$ cat config.mk
export PLATFORM = sky130hd
export DESIGN_NAME = io_uart_tx
export DESIGN_NICKNAME = d
export VERILOG_FILES = /design/src/rtl/io_uart_tx.sv
export SDC_FILE = /design/constraint.sdc
export NUM_CORES = 1
export LEC_CHECK = 0
export CAP_MARGIN = 0
export CORE_ASPECT_RATIO = 0.9
export CORE_MARGIN = 3
export CORE_UTILIZATION = 56
export CTS_BUF_LIST = sky130_fd_sc_hd__clkbuf_8
export CTS_CLUSTER_DIAMETER = 40
export DETAILED_ROUTE_END_ITERATION = 8
export PLACE_DENSITY = 0.74
export REMOVE_ABC_BUFFERS = 1
export SYNTH_ARGS = -nofsm -noshare
export SYNTH_HDL_FRONTEND = slang
export SYNTH_SLANG_ARGS = --single-unit
export TNS_END_PERCENT = 10
$ cat constraint.sdc
create_clock -name CLK -period 3.8 [get_ports CLK]
set_input_delay 1.14 -clock CLK [delete_from_list [all_inputs] [get_ports CLK]]
set_output_delay 1.14 -clock CLK [all_outputs]
set_load 0.01 [all_outputs]
$ cat src/rtl/io_uart_tx.sv
// Transmit-only 8N1 UART fed by single-cycle IO write strobes.
// Bytes queue in a small FIFO and are sent LSB first on a registered TXD line.
module io_uart_tx #(
    parameter int CLK_DIV = 434,
    parameter int FIFO_AW = 3
) (
    input  logic               CLK,
    input  logic               RESET,
    input  logic               TX_WE,
    input  logic [7:0]         TX_WD,
    input  logic               OVR_CLR,
    output logic               TX_FULL,
    output logic               TX_BUSY,
    output logic [FIFO_AW:0]   TX_LEVEL,
    output logic               OVERRUN,
    output logic               TXD
);

    localparam int DEPTH = 2 ** FIFO_AW;
    localparam int BW    = $clog2(CLK_DIV);
    localparam logic [BW-1:0]    BAUD_LAST = BW'(CLK_DIV - 1);
    localparam logic [FIFO_AW:0] LVL_FULL  = (FIFO_AW + 1)'(DEPTH);
    localparam logic [FIFO_AW:0] LVL_EMPTY = {(FIFO_AW + 1){1'b0}};
    localparam logic [FIFO_AW:0] PTR_ONE   = (FIFO_AW + 1)'(1'b1);

    typedef enum logic [1:0] {
        S_IDLE  = 2'd0,
        S_START = 2'd1,
        S_DATA  = 2'd2,
        S_STOP  = 2'd3
    } state_t;

    logic [7:0]       mem_q [DEPTH];
    logic [FIFO_AW:0] wr_ptr_q, wr_ptr_d;
    logic [FIFO_AW:0] rd_ptr_q, rd_ptr_d;
    logic             ovr_q, ovr_d;
    state_t           state_q;
    logic [BW-1:0]    baud_q;
    logic [2:0]       bit_q;
    logic [7:0]       sh_q;
    logic             txd_q;

    logic [FIFO_AW:0] level_s;
    logic             empty_s;
    logic             full_s;
    logic             push_s;
    logic             pop_s;
    logic             baud_tc_s;
    logic [7:0]       head_s;

    assign level_s   = wr_ptr_q - rd_ptr_q;
    assign empty_s   = (level_s == LVL_EMPTY);
    assign full_s    = (level_s == LVL_FULL);
    assign push_s    = TX_WE & ~full_s;
    assign baud_tc_s = (baud_q == BAUD_LAST);
    assign head_s    = mem_q[rd_ptr_q[FIFO_AW-1:0]];

    assign TX_FULL  = full_s;
    assign TX_LEVEL = level_s;
    assign TX_BUSY  = (state_q != S_IDLE) | ~empty_s;
    assign OVERRUN  = ovr_q;
    assign TXD      = txd_q;

    // FSM consumes the FIFO head when idle, or straight out of a stop bit.
    always_comb begin
        pop_s = 1'b0;
        if (empty_s) begin
            pop_s = 1'b0;
        end else begin
            case (state_q)
                S_IDLE:  pop_s = 1'b1;
                S_STOP:  pop_s = baud_tc_s;
                default: pop_s = 1'b0;
            endcase
        end
    end

    // Pointer and sticky overrun next-state; a new overrun beats a clear.
    always_comb begin
        wr_ptr_d = wr_ptr_q;
        rd_ptr_d = rd_ptr_q;
        ovr_d    = ovr_q;
        if (push_s) begin
            wr_ptr_d = wr_ptr_q + PTR_ONE;
        end else begin
            wr_ptr_d = wr_ptr_q;
        end
        if (pop_s) begin
            rd_ptr_d = rd_ptr_q + PTR_ONE;
        end else begin
            rd_ptr_d = rd_ptr_q;
        end
        if (TX_WE && full_s) begin
            ovr_d = 1'b1;
        end else if (OVR_CLR) begin
            ovr_d = 1'b0;
        end else begin
            ovr_d = ovr_q;
        end
    end

    // FIFO storage; contents are don't-care until the pointers cover them.
    always_ff @(posedge CLK) begin
        if (push_s) begin
            mem_q[wr_ptr_q[FIFO_AW-1:0]] <= TX_WD;
        end
    end

    // FIFO pointers and overrun flag.
    always_ff @(posedge CLK or negedge RESET) begin
        if (!RESET) begin
            wr_ptr_q <= LVL_EMPTY;
            rd_ptr_q <= LVL_EMPTY;
            ovr_q    <= 1'b0;
        end else begin
            wr_ptr_q <= wr_ptr_d;
            rd_ptr_q <= rd_ptr_d;
            ovr_q    <= ovr_d;
        end
    end

    // Serialiser FSM: start, eight data bits LSB first, stop; TXD registered.
    always_ff @(posedge CLK or negedge RESET) begin
        if (!RESET) begin
            state_q <= S_IDLE;
            baud_q  <= {BW{1'b0}};
            bit_q   <= 3'd0;
            sh_q    <= 8'h00;
            txd_q   <= 1'b1;
        end else begin
            case (state_q)
                S_IDLE: begin
                    if (!empty_s) begin
                        sh_q    <= head_s;
                        state_q <= S_START;
                        txd_q   <= 1'b0;
                        baud_q  <= {BW{1'b0}};
                    end else begin
                        txd_q   <= 1'b1;
                    end
                end
                S_START: begin
                    if (baud_tc_s) begin
                        state_q <= S_DATA;
                        txd_q   <= sh_q[0];
                        bit_q   <= 3'd0;
                        baud_q  <= {BW{1'b0}};
                    end else begin
                        baud_q  <= baud_q + BW'(1'b1);
                    end
                end
                S_DATA: begin
                    if (baud_tc_s) begin
                        baud_q <= {BW{1'b0}};
                        if (bit_q == 3'd7) begin
                            state_q <= S_STOP;
                            txd_q   <= 1'b1;
                        end else begin
                            sh_q  <= {1'b0, sh_q[7:1]};
                            bit_q <= bit_q + 3'd1;
                            txd_q <= sh_q[1];
                        end
                    end else begin
                        baud_q <= baud_q + BW'(1'b1);
                    end
                end
                S_STOP: begin
                    if (baud_tc_s) begin
                        baud_q <= {BW{1'b0}};
                        if (!empty_s) begin
                            sh_q    <= head_s;
                            state_q <= S_START;
                            txd_q   <= 1'b0;
                        end else begin
                            state_q <= S_IDLE;
                            txd_q   <= 1'b1;
                        end
                    end else begin
                        baud_q <= baud_q + BW'(1'b1);
                    end
                end
                default: begin
                    state_q <= S_IDLE;
                    baud_q  <= {BW{1'b0}};
                    txd_q   <= 1'b1;
                end
            endcase
        end
    end

endmodule

## Word level (Yosys, flattened, before mapping)

Memory sizes are Yosys's and may differ from the RTL's.
Cells that the tools add are included.

- Equality and inequality tests: 12
- Reduce and logical (&&, ||, !) cells: 12
- $add $sub $neg: 5
- Bitwise operators: 4
- Mux-type cells: 31

Operators with widths:

| cell | number |
|---|---|
| 8-bit 2-to-1 mux | 4 |
| 8-bit one-hot mux with 3 select lines | 1 |
| 9-bit 2-to-1 mux | 2 |
| 9-bit one-hot mux with 2 select lines | 1 |
| 2-bit inequality test (second input constant) | 6 |
| 1-bit 2-to-1 mux | 11 |
| 2-bit 2-to-1 mux | 5 |
| 9-bit by 1-bit adder with 9-bit output (second input constant) | 1 |
| 9-bit == test (second input constant) | 1 |
| 3-bit 2-to-1 mux | 3 |
| 4-bit by 1-bit adder with 4-bit output (second input constant) | 2 |
| 2-bit one-hot mux with 4 select lines | 1 |
| 4-bit AND reduction | 2 |
| 3-bit one-hot mux with 2 select lines | 1 |
| 2-bit nonzero test | 3 |
| 5-bit AND reduction | 1 |
| 2-bit == test (second input constant) | 2 |
| 4-bit == test (second input constant) | 1 |
| 4-bit zero test | 1 |
| 1-bit one-hot mux with 4 select lines | 1 |
| 4-bit subtractor | 1 |
| 3-bit by 1-bit adder with 3-bit output (second input constant) | 1 |
| 3-bit == test (second input constant) | 1 |
| 3-bit AND reduction | 1 |
| 9 further kinds | 10 |

- Input bits: 12
- Bits in writable memories: 64
- Memories kept: 1
- Logic and storage cells: 73
- Output and inout bits: 8
- Register bits after elaboration: 32

Memories:

| memory | words | width | rd ports | clocked after Yosys merged registers in | wr ports | line | text |
|---|---|---|---|---|---|---|---|
| mem_q | 8 | 8 | 1 | 0 | 1 | 33 | `logic [7:0] mem_q [DEPTH];` |

## Longest topological paths before layout

Gate-level depths: netlist of run 1.

- Depth after elaboration: 6
- Depth in mapped cells: 10
- Mapped depth without buffers: 10

## Worst setup path before layout of run 1

OpenSTA, ideal clock, no wires.

- Path kind: reg2out
- From: register rd_ptr_q[1]
- To: output port TX_BUSY
- Data required time: 2660 ps
- Arrival time: 2598 ps
- Setup slack: 62 ps
- Stages on the path, launching flop included: 9
- Cells stage by stage: dfrtp_1 > clkbuf_1 > clkbuf_1 > inv_1 > fa_1 > or3_1 > a211oi_1 > buf_2 > inv_1

- Longest elaborated chain between the ends: 4

RTL lines:

| element | line | text |
|---|---|---|
| start: declaration | 35 | `logic [FIFO_AW:0] rd_ptr_q, rd_ptr_d;` |
| start signal: assignment | 117 | `rd_ptr_q <= rd_ptr_d;` |
| 4-bit subtractor | 51 | `assign level_s = wr_ptr_q - rd_ptr_q;` |
| net TX_LEVEL[1] | 14 | `output logic [FIFO_AW:0] TX_LEVEL,` |
| 4-bit zero test | 52 | `assign empty_s = (level_s == LVL_EMPTY);` |
| 1-bit NOT | 60 | `assign TX_BUSY = (state_q != S_IDLE) \| ~empty_s;` |
| 1-bit bitwise OR | 60 |  |
| end: declaration | 13 | `output logic TX_BUSY,` |

The timed path passes the listed nets, and every way through them passes these cells.

## Worst setup path after layout of run 1

- From: register wr_ptr_q[0]
- To: output port TX_BUSY

- Longest elaborated chain between the ends: 4

RTL lines:

| element | line | text |
|---|---|---|
| start: declaration | 34 | `logic [FIFO_AW:0] wr_ptr_q, wr_ptr_d;` |
| start signal: assignment | 116 | `wr_ptr_q <= wr_ptr_d;` |
| 4-bit subtractor | 51 |  |
| 4-bit zero test | 52 |  |
| 1-bit NOT | 60 |  |
| 1-bit bitwise OR | 60 |  |

No other way between the ends.

==> results of run 1 <==
[power breakdown]
group	total [mW]	switching [mW]	internal, mW
Combinational	1.80	0.934	0.864
Clock	0.644	0.386	0.258
Sequential	1.50	0.126	1.37
[cell type report]
type | instances | area, um^2 | area share (%)
sequential | 96 | 2720 | 55.2
timing repair buffer | 36 | 315 | 6.38
clock buffer | 9 | 124 | 2.51
tap | 93 | 116 | 2.36
inverter | 16 | 60.1 | 1.22
clock inverter | 7 | 70.1 | 1.42
multi-input combinational | 172 | 1530 | 31.0
[synth_stat cells, types with 2 or more instances]
cell       n  area (um^2)
a21o_1     4         30.0
a21oi_1    3         15.0
a22o_1     2         17.5
a31oi_1    2         12.5
and3_1     4         25.0
and3b_1    2         17.5
and4_1     2         17.5
buf_2      3         15.0
clkbuf_1   4         15.0
dfrtp_1   31          776
edfxtp_1  64         1920
ha_1      14          175
inv_1     15         56.3
mux2_2    10          113
mux2i_1    7         70.1
mux4_2    16          360
nand2_1   19         71.3
nand3_1   11         55.1
nor2_1     9         33.8
nor3_1     4         20.0
nor3b_1    4         30.0
o21ai_0   25          125
o31ai_1    3         22.5
xnor2_1    5         43.8
xor2_1     5         43.8
[how the worst max path moves through the flow]
stage                                  startpoint       to  slack [ns]  depth (start not counted)
after floorplan           rd_ptr_q[0]$_DFFE_PN0P_  TX_BUSY       -0.36                          6
after global placement    wr_ptr_q[0]$_DFFE_PN0P_  TX_BUSY        0.25                          9
after detailed placement  wr_ptr_q[0]$_DFFE_PN0P_  TX_BUSY        0.14                          9
after CTS                 wr_ptr_q[0]$_DFFE_PN0P_  TX_BUSY        0.02                          9
after global routing      wr_ptr_q[0]$_DFFE_PN0P_  TX_BUSY        0.12                          9
final                     wr_ptr_q[0]$_DFFE_PN0P_  TX_BUSY        0.27                          9
[sequential cells by signal, indices dropped and copies added (netlist names)]
signal,flops
rd_ptr_q,4
sh_q,8
OVERRUN,1
wr_ptr_q,4
TXD,1
mem_q,64
bit_q,3
baud_q,9
state_q,2
[cells by family after synthesis]
logic type | count (synthesis) | synth area share [%]
multiplexers | 34 | 12.8
buffers and inverters | 25 | 2.43
adder cells (fa/ha/maj) | 15 | 4.51
XOR/XNOR | 10 | 2.02
flip-flops | 96 | 62.9
AND/OR/NAND/NOR | 65 | 8.07
AO/OA/AOI/OAI | 48 | 7.23
[layout by cell type (no fill, tap or decap), types with 3 or more instances in the layout]
cell type / synthesis / layout
edfxtp_1: 64 / 64
dfrtp_1: 31 / 31
o21ai_0: 25 / 25
nand2_1: 19 / 19
clkdlybuf4s50_1: 0 / 17
buf_4: 0 / 17
mux4_2: 16 / 16
inv_1: 15 / 14
ha_1: 14 / 13
nand3_1: 11 / 10
mux2_2: 10 / 10
nor2_1: 9 / 9
clkbuf_8: 0 / 9
mux2i_1: 7 / 7
xor2_1: 5 / 5
xnor2_1: 5 / 5
nor3b_1: 4 / 4
a21o_1: 4 / 4
and3_1: 4 / 4
inv_8: 0 / 4
a21oi_1: 3 / 3
nor3_1: 4 / 3
o31ai_1: 3 / 3
[timing repair]
| item | CTS | global route |
|---|---|---|
| buffers inserted | 1 | 0 |
| pin swaps | 1 | 2 |
| gates resized for setup | 4 | 7 |
| hold endpoints to repair | 0 | 0 |
| setup endpoints to repair | 2 | 2 |
| cloned | 0 | 0 |
[routing by layer]
metal | global-route usage, % | part of all wire [%] | vias to the layer above
li1 | - | - | 1184
met1 | 26.5 | 46 | 1239
met3 | 4.52 | 3.8 | 7
met4 | 4.84 | 0.84 | 0
met5 | 0 | 0 | -
met2 | 32.5 | 49 | 43
[critical path, cell delays in order (launching register included)]
cell,delay (ns)
dfrtp_1,0.39
inv_1,0.09
ha_2,0.19
inv_1,0.06
fa_1,0.37
xor2_1,0.18
or3_4,0.37
a211oi_4,0.17
inv_1,0.08
clkbuf_2,0.13
[metrics by stage]
stage / setup WS (ns) / instance area, um^2 / utilization [%] / TNS [ns]
2_1_floorplan: -0.355 / 4280 / - / -0.355
3_3_place_gp: 0.249 / 4710 / 64.9 / 0
3_5_place_dp: 0.138 / 4710 / 64.9 / 0
4_1_cts: 0.0165 / 4920 / 67.9 / 0
5_1_grt: 0.115 / 4940 / 68.1 / 0
6_report: 0.265 / 4940 / 68.1 / 0
==> qor.yml, run 1 <==
status: "complete, no violations"
grt_pass1_vias: 2463
synth_warnings: 0
hold_buffers: 0
powerDensity_nw_per_um2: 798
grt_util_all_layers_pct: 19.5
r2r.worst_path.cells: 7
power.leakage_nw: 1.91
r2r-start: "wr_ptr_q[2]$_DFFE_PN0P_"
ys_seq_area_share_pct: 62.9
drc_errors: 0
drive_above_1_share_pct: 22.3
io_pins: 20
finClkSkew_ns: 0.00825
max_freq_ghz: 0.283
hold_start: "bit_q[1]$_DFFE_PN0P_"
async_flop_share_pct: 33.3
finalCriticalPeriod_ns: 3.53
worstHoldPathCells: 1
p_total_mw: 3.94
cts_sinks: 96
relSlewSlack_pct: 44.9
crit_fanout: 3
placedCellCount: 412
final.period_utilization_pct: 93.0
nFillCells: 514
hold_viol: 0
cts_tree: "built"
synth_edf_count: 64
fp.dieArea_um2: 8820
rrSetupSlack_ns: 1.14
hold_class: "flop to flop"
vias: 2473
area_growth_pct: 14.1
rows: 29
nNetsFinal: 358
wl_per_cell_um: 18.0
rsz0062_at_grt: "no"
ant_nets: 0
synth.distinct_cells: 50
crit_path_end_kind: "primary output"
path_clk_slew_ns: 0.10
timing.final.max_slew_violations: 0
max_slew.worst_pin.slew_ns: 0.821
hold_end: "bit_q[1]$_DFFE_PN0P_"
gp_congestion: 0.806
grt_max_degree: 33
drt_wl_total_um: 7720
antenna_found_initial: 0
die_w_um: 98.7
synth_area_per_cell_um2: 14.8
netlist_area_um2: 4330
diodes: 0
vias_per_cell: 5.76
worst-setup-path-type: "flop to primary output"
cts_buffer_depth: 2
layout.cells.non_filler: 429
port_buffers: 19
syn_inst: 293
die_h_um: 89.4
initial_utilization_pct: 59.6
clk_latency_ns: 0.36
core_area_um2: 7260
root_buffer: "clkbuf_8"
drtPass1Iterations: 4
overflow: 0
finalSetupViolCount: 0
reg2reg_to: "sh_q[2]$_DFFE_PN0P_"
h-tree-depth: 3
drt_iter0_drc: 171
hpwl_um: 5290
synth-seq-cells: 96
worstPathRequired_ns: 2.66
whs_ns: 0.498
ys.flop_type: "edfxtp_1"
numCtsBuffers: 9
drv_cap: 0
grt_pass1_wl_um: 13000
cp.arrival_ns: 2.39
start_kind: "flop"
vdd_drop_max_uv: 417
No activity file was read; power rests on OpenSTA's default activity.
==> run 2, diff against run 1 <==
--- a/config.mk
+++ b/config.mk
@@ -5,8 +5,8 @@
 export SDC_FILE = /design/constraint.sdc
 export NUM_CORES = 1
 export LEC_CHECK = 0
-export CAP_MARGIN = 0
-export CORE_ASPECT_RATIO = 0.9
+export CAP_MARGIN = 20
+export CORE_ASPECT_RATIO = 2
 export CORE_MARGIN = 3
 export CORE_UTILIZATION = 56
 export CTS_BUF_LIST = sky130_fd_sc_hd__clkbuf_8
==> run 2 against run 1 <==
  * Flip-flop and latch count did not move
  * Largest cell class unchanged
  * Wire length up 2.9%
  * Register-to-register slack lost 0.06 ns
  * Final area is 1.2% higher
  * Sequential power about the same
==> qor.yml, run 2 (synthesized netlist as in run 1, its figures left out) <==
hold_viol: 0  # unchanged
status: "complete, no violations"  # unchanged
multi_input_area_um2: 1540  # was 1530 um^2
critPathMaxStageDelay_ns: 0.41  # was 0.39 ns
path_clk_slew_ns: 0.10  # about the same
ff_latch_area_um2: 2720  # unchanged
hold_class: "flop to flop"  # unchanged
numCtsBuffers: 9  # unchanged
finalCriticalPeriod_ns: 3.69  # was 3.53 ns
vias: 2482  # was 2,473
cts_tree: "built"  # unchanged
hpwl_um: 5600  # was 5290 um
core_area_um2: 7380  # was 7260 um^2
diodes: 0  # unchanged
finalSetupViolCount: 0  # unchanged
crit_buf_inv: 4  # unchanged
h-tree-depth: 3  # unchanged
grt_max_degree: 33  # unchanged
die_h_um: 130  # was 89.4 um
gp_congestion: 0.808  # was 0.806
setup-tns-final_ns: 0  # unchanged
worstPathRequired_ns: 2.66  # about the same
final.period_utilization_pct: 97.2  # was 93.0%
drv_cap: 0  # unchanged
powerDensity_nw_per_um2: 820  # was 798 nW/um^2
io_pins: 20  # unchanged
vdd_drop_max_uv: 614  # was 417 uV
drt_iter0_drc: 141  # was 171
layout_commonest_cell: "edfxtp_1"  # unchanged
cts_sinks: 96  # unchanged
root_buffer: "clkbuf_8"  # unchanged
initial_utilization_pct: 58.7  # was 59.6%
area_growth_pct: 15.5  # was 14.1%
final_area_um2: 5000  # was 4940 um^2
max_slew.worst_pin.slew_ns: 0.804  # was 0.821 ns
relSlewSlack_pct: 46.0  # was 44.9%
finClkSkew_ns: 0.0162  # was 0.00825 ns
timing.final.max_slew_violations: 0  # unchanged
worstPathCellList: "inv_2 > ha_2 > inv_1 > fa_2 > xor2_2 > or3_4 > a211oi_4 > inv_2 > dlygate4sd2_1"  # was inv_1 > ha_2 > inv_1 > fa_1 > xor2_1 > or3_4 > a211oi_4 > inv_1 > clkbuf_2
drive_above_1_share_pct: 23.3  # was 22.3%
grt_util_all_layers_pct: 20.2  # was 19.5%
max_freq_ghz: 0.271  # was 0.283 GHz
p_total_mw: 4.10  # was 3.94 mW
cp_top_family: "adder cells"  # unchanged
place_area_um2: 4720  # was 4710 um^2
final_cell_mix: "edfxtp_1 (64), dfrtp_1 (31), o21ai_0 (25)"  # unchanged
die_w_um: 68.2  # was 98.7 um
fp.dieArea_um2: 8880  # was 8820 um^2
crit_path_end_kind: "primary output"  # unchanged
cts_buffer_depth: 2  # unchanged
clk_latency_ns: 0.37  # was 0.36 ns
drc_errors: 0  # unchanged
cp.arrival_ns: 2.55  # was 2.39 ns
crit_fanout: 3  # unchanged
ant_nets: 0  # unchanged
crit_top_cell: "inv_2"  # was inv_1
antenna_found_initial: 0  # unchanged
rows: 44  # was 29
port_buffers: 19  # unchanged
vias_per_cell: 5.76  # about the same
nFillCells: 538  # was 514
power.leakage_nw: 1.93  # was 1.91 nW
nNetsFinal: 361  # was 358
slowest_stage: "or3_4"  # was dfrtp_1
largest_reg_flops: 64  # unchanged
grt_pass1_wl_um: 12600  # was 13,000 um
drtPass1Iterations: 5  # was 4
drt_wl_total_um: 7940  # was 7720 um
grt_pass1_vias: 2485  # was 2,463
start_kind: "flop"  # unchanged
wl_per_cell_um: 18.4  # was 18.0 um
overflow: 0  # unchanged
worst-setup-path-type: "flop to primary output"  # unchanged
[run 2: power breakdown]
| part | internal [mW] | leakage [nW] | total, mW | switching (mW) |
|---|---|---|---|---|
| Sequential | 1.37 | 0.982 | 1.49 | 0.120 |
| Clock | 0.371 | 0.111 | 0.717 | 0.345 |
| Combinational | 0.906 | 0.832 | 1.89 | 0.981 |
[run 2: metal layers]
layer	part of all wire (%)	global-route usage [%]	up-vias
met4	0.91	8.21	0
li1	-	-	1190
met3	2.8	4.13	5
met2	60	36.6	46
met1	36	22.2	1241
met5	0	0	-
[run 2: stage by stage]
step / instances / worst slack [ns] / hold WS, ns / utilization, %
3_3_place_gp: 412 / 0.251 / 0.465 / 63.9
6_report: 431 / 0.107 / 0.489 / 67.7
2_1_floorplan: 284 / -0.355 / 0.453 / -
3_5_place_dp: 412 / 0.189 / 0.477 / 63.9
5_1_grt: 431 / -0.0237 / 0.525 / 67.7
4_1_cts: 429 / 0.00669 / 0.497 / 67.3
[run 2: what timing repair did]
item                                    4_1_cts  5_1_grt
gates resized for setup                       7        5
pin swaps                                     1        2
endpoints found under the setup margin        2        1
hold buffers                                  0        0
buffers inserted                              1        2
[run 2: final cells by class]
| cell class | instances | area share [%] |
|---|---|---|
| Tap cell | 92 | 2.30 |
| Inverter | 16 | 1.20 |
| Sequential cell | 96 | 54.5 |
| Clock buffer | 9 | 2.48 |
| Multi-Input combinational cell | 172 | 30.8 |
| Timing Repair Buffer | 39 | 6.76 |
| Clock inverter | 7 | 1.95 |
[run 2: final timing paths]
kind | slack (ns) | cells after the start | to | startpoint
max in group asynchronous | 2.28 | 2 | TXD$_DFFE_PN1P_ | RESET
min in group asynchronous | 1.16 | 2 | baud_q[1]$_DFFE_PN0P_ | RESET
min | 0.49 | 2 | TXD$_DFFE_PN1P_ | TXD$_DFFE_PN1P_
min reg2reg | 0.49 | 2 | TXD$_DFFE_PN1P_ | TXD$_DFFE_PN1P_
max | 0.11 | 9 | TX_BUSY | wr_ptr_q[0]$_DFFE_PN0P_
max reg2reg | 1.08 | 10 | state_q[1]$_DFFE_PN0P_ | wr_ptr_q[0]$_DFFE_PN0P_
[run 2: worst reg2reg max path, stage by stage, from the launching register on]
cell	delay, ns
dfrtp_1	0.40
inv_2	0.07
ha_2	0.20
inv_1	0.06
fa_2	0.35
xor2_2	0.17
or3_4	0.41
a211oi_4	0.20
buf_4	0.21
and3b_1	0.21
mux2_1	0.32
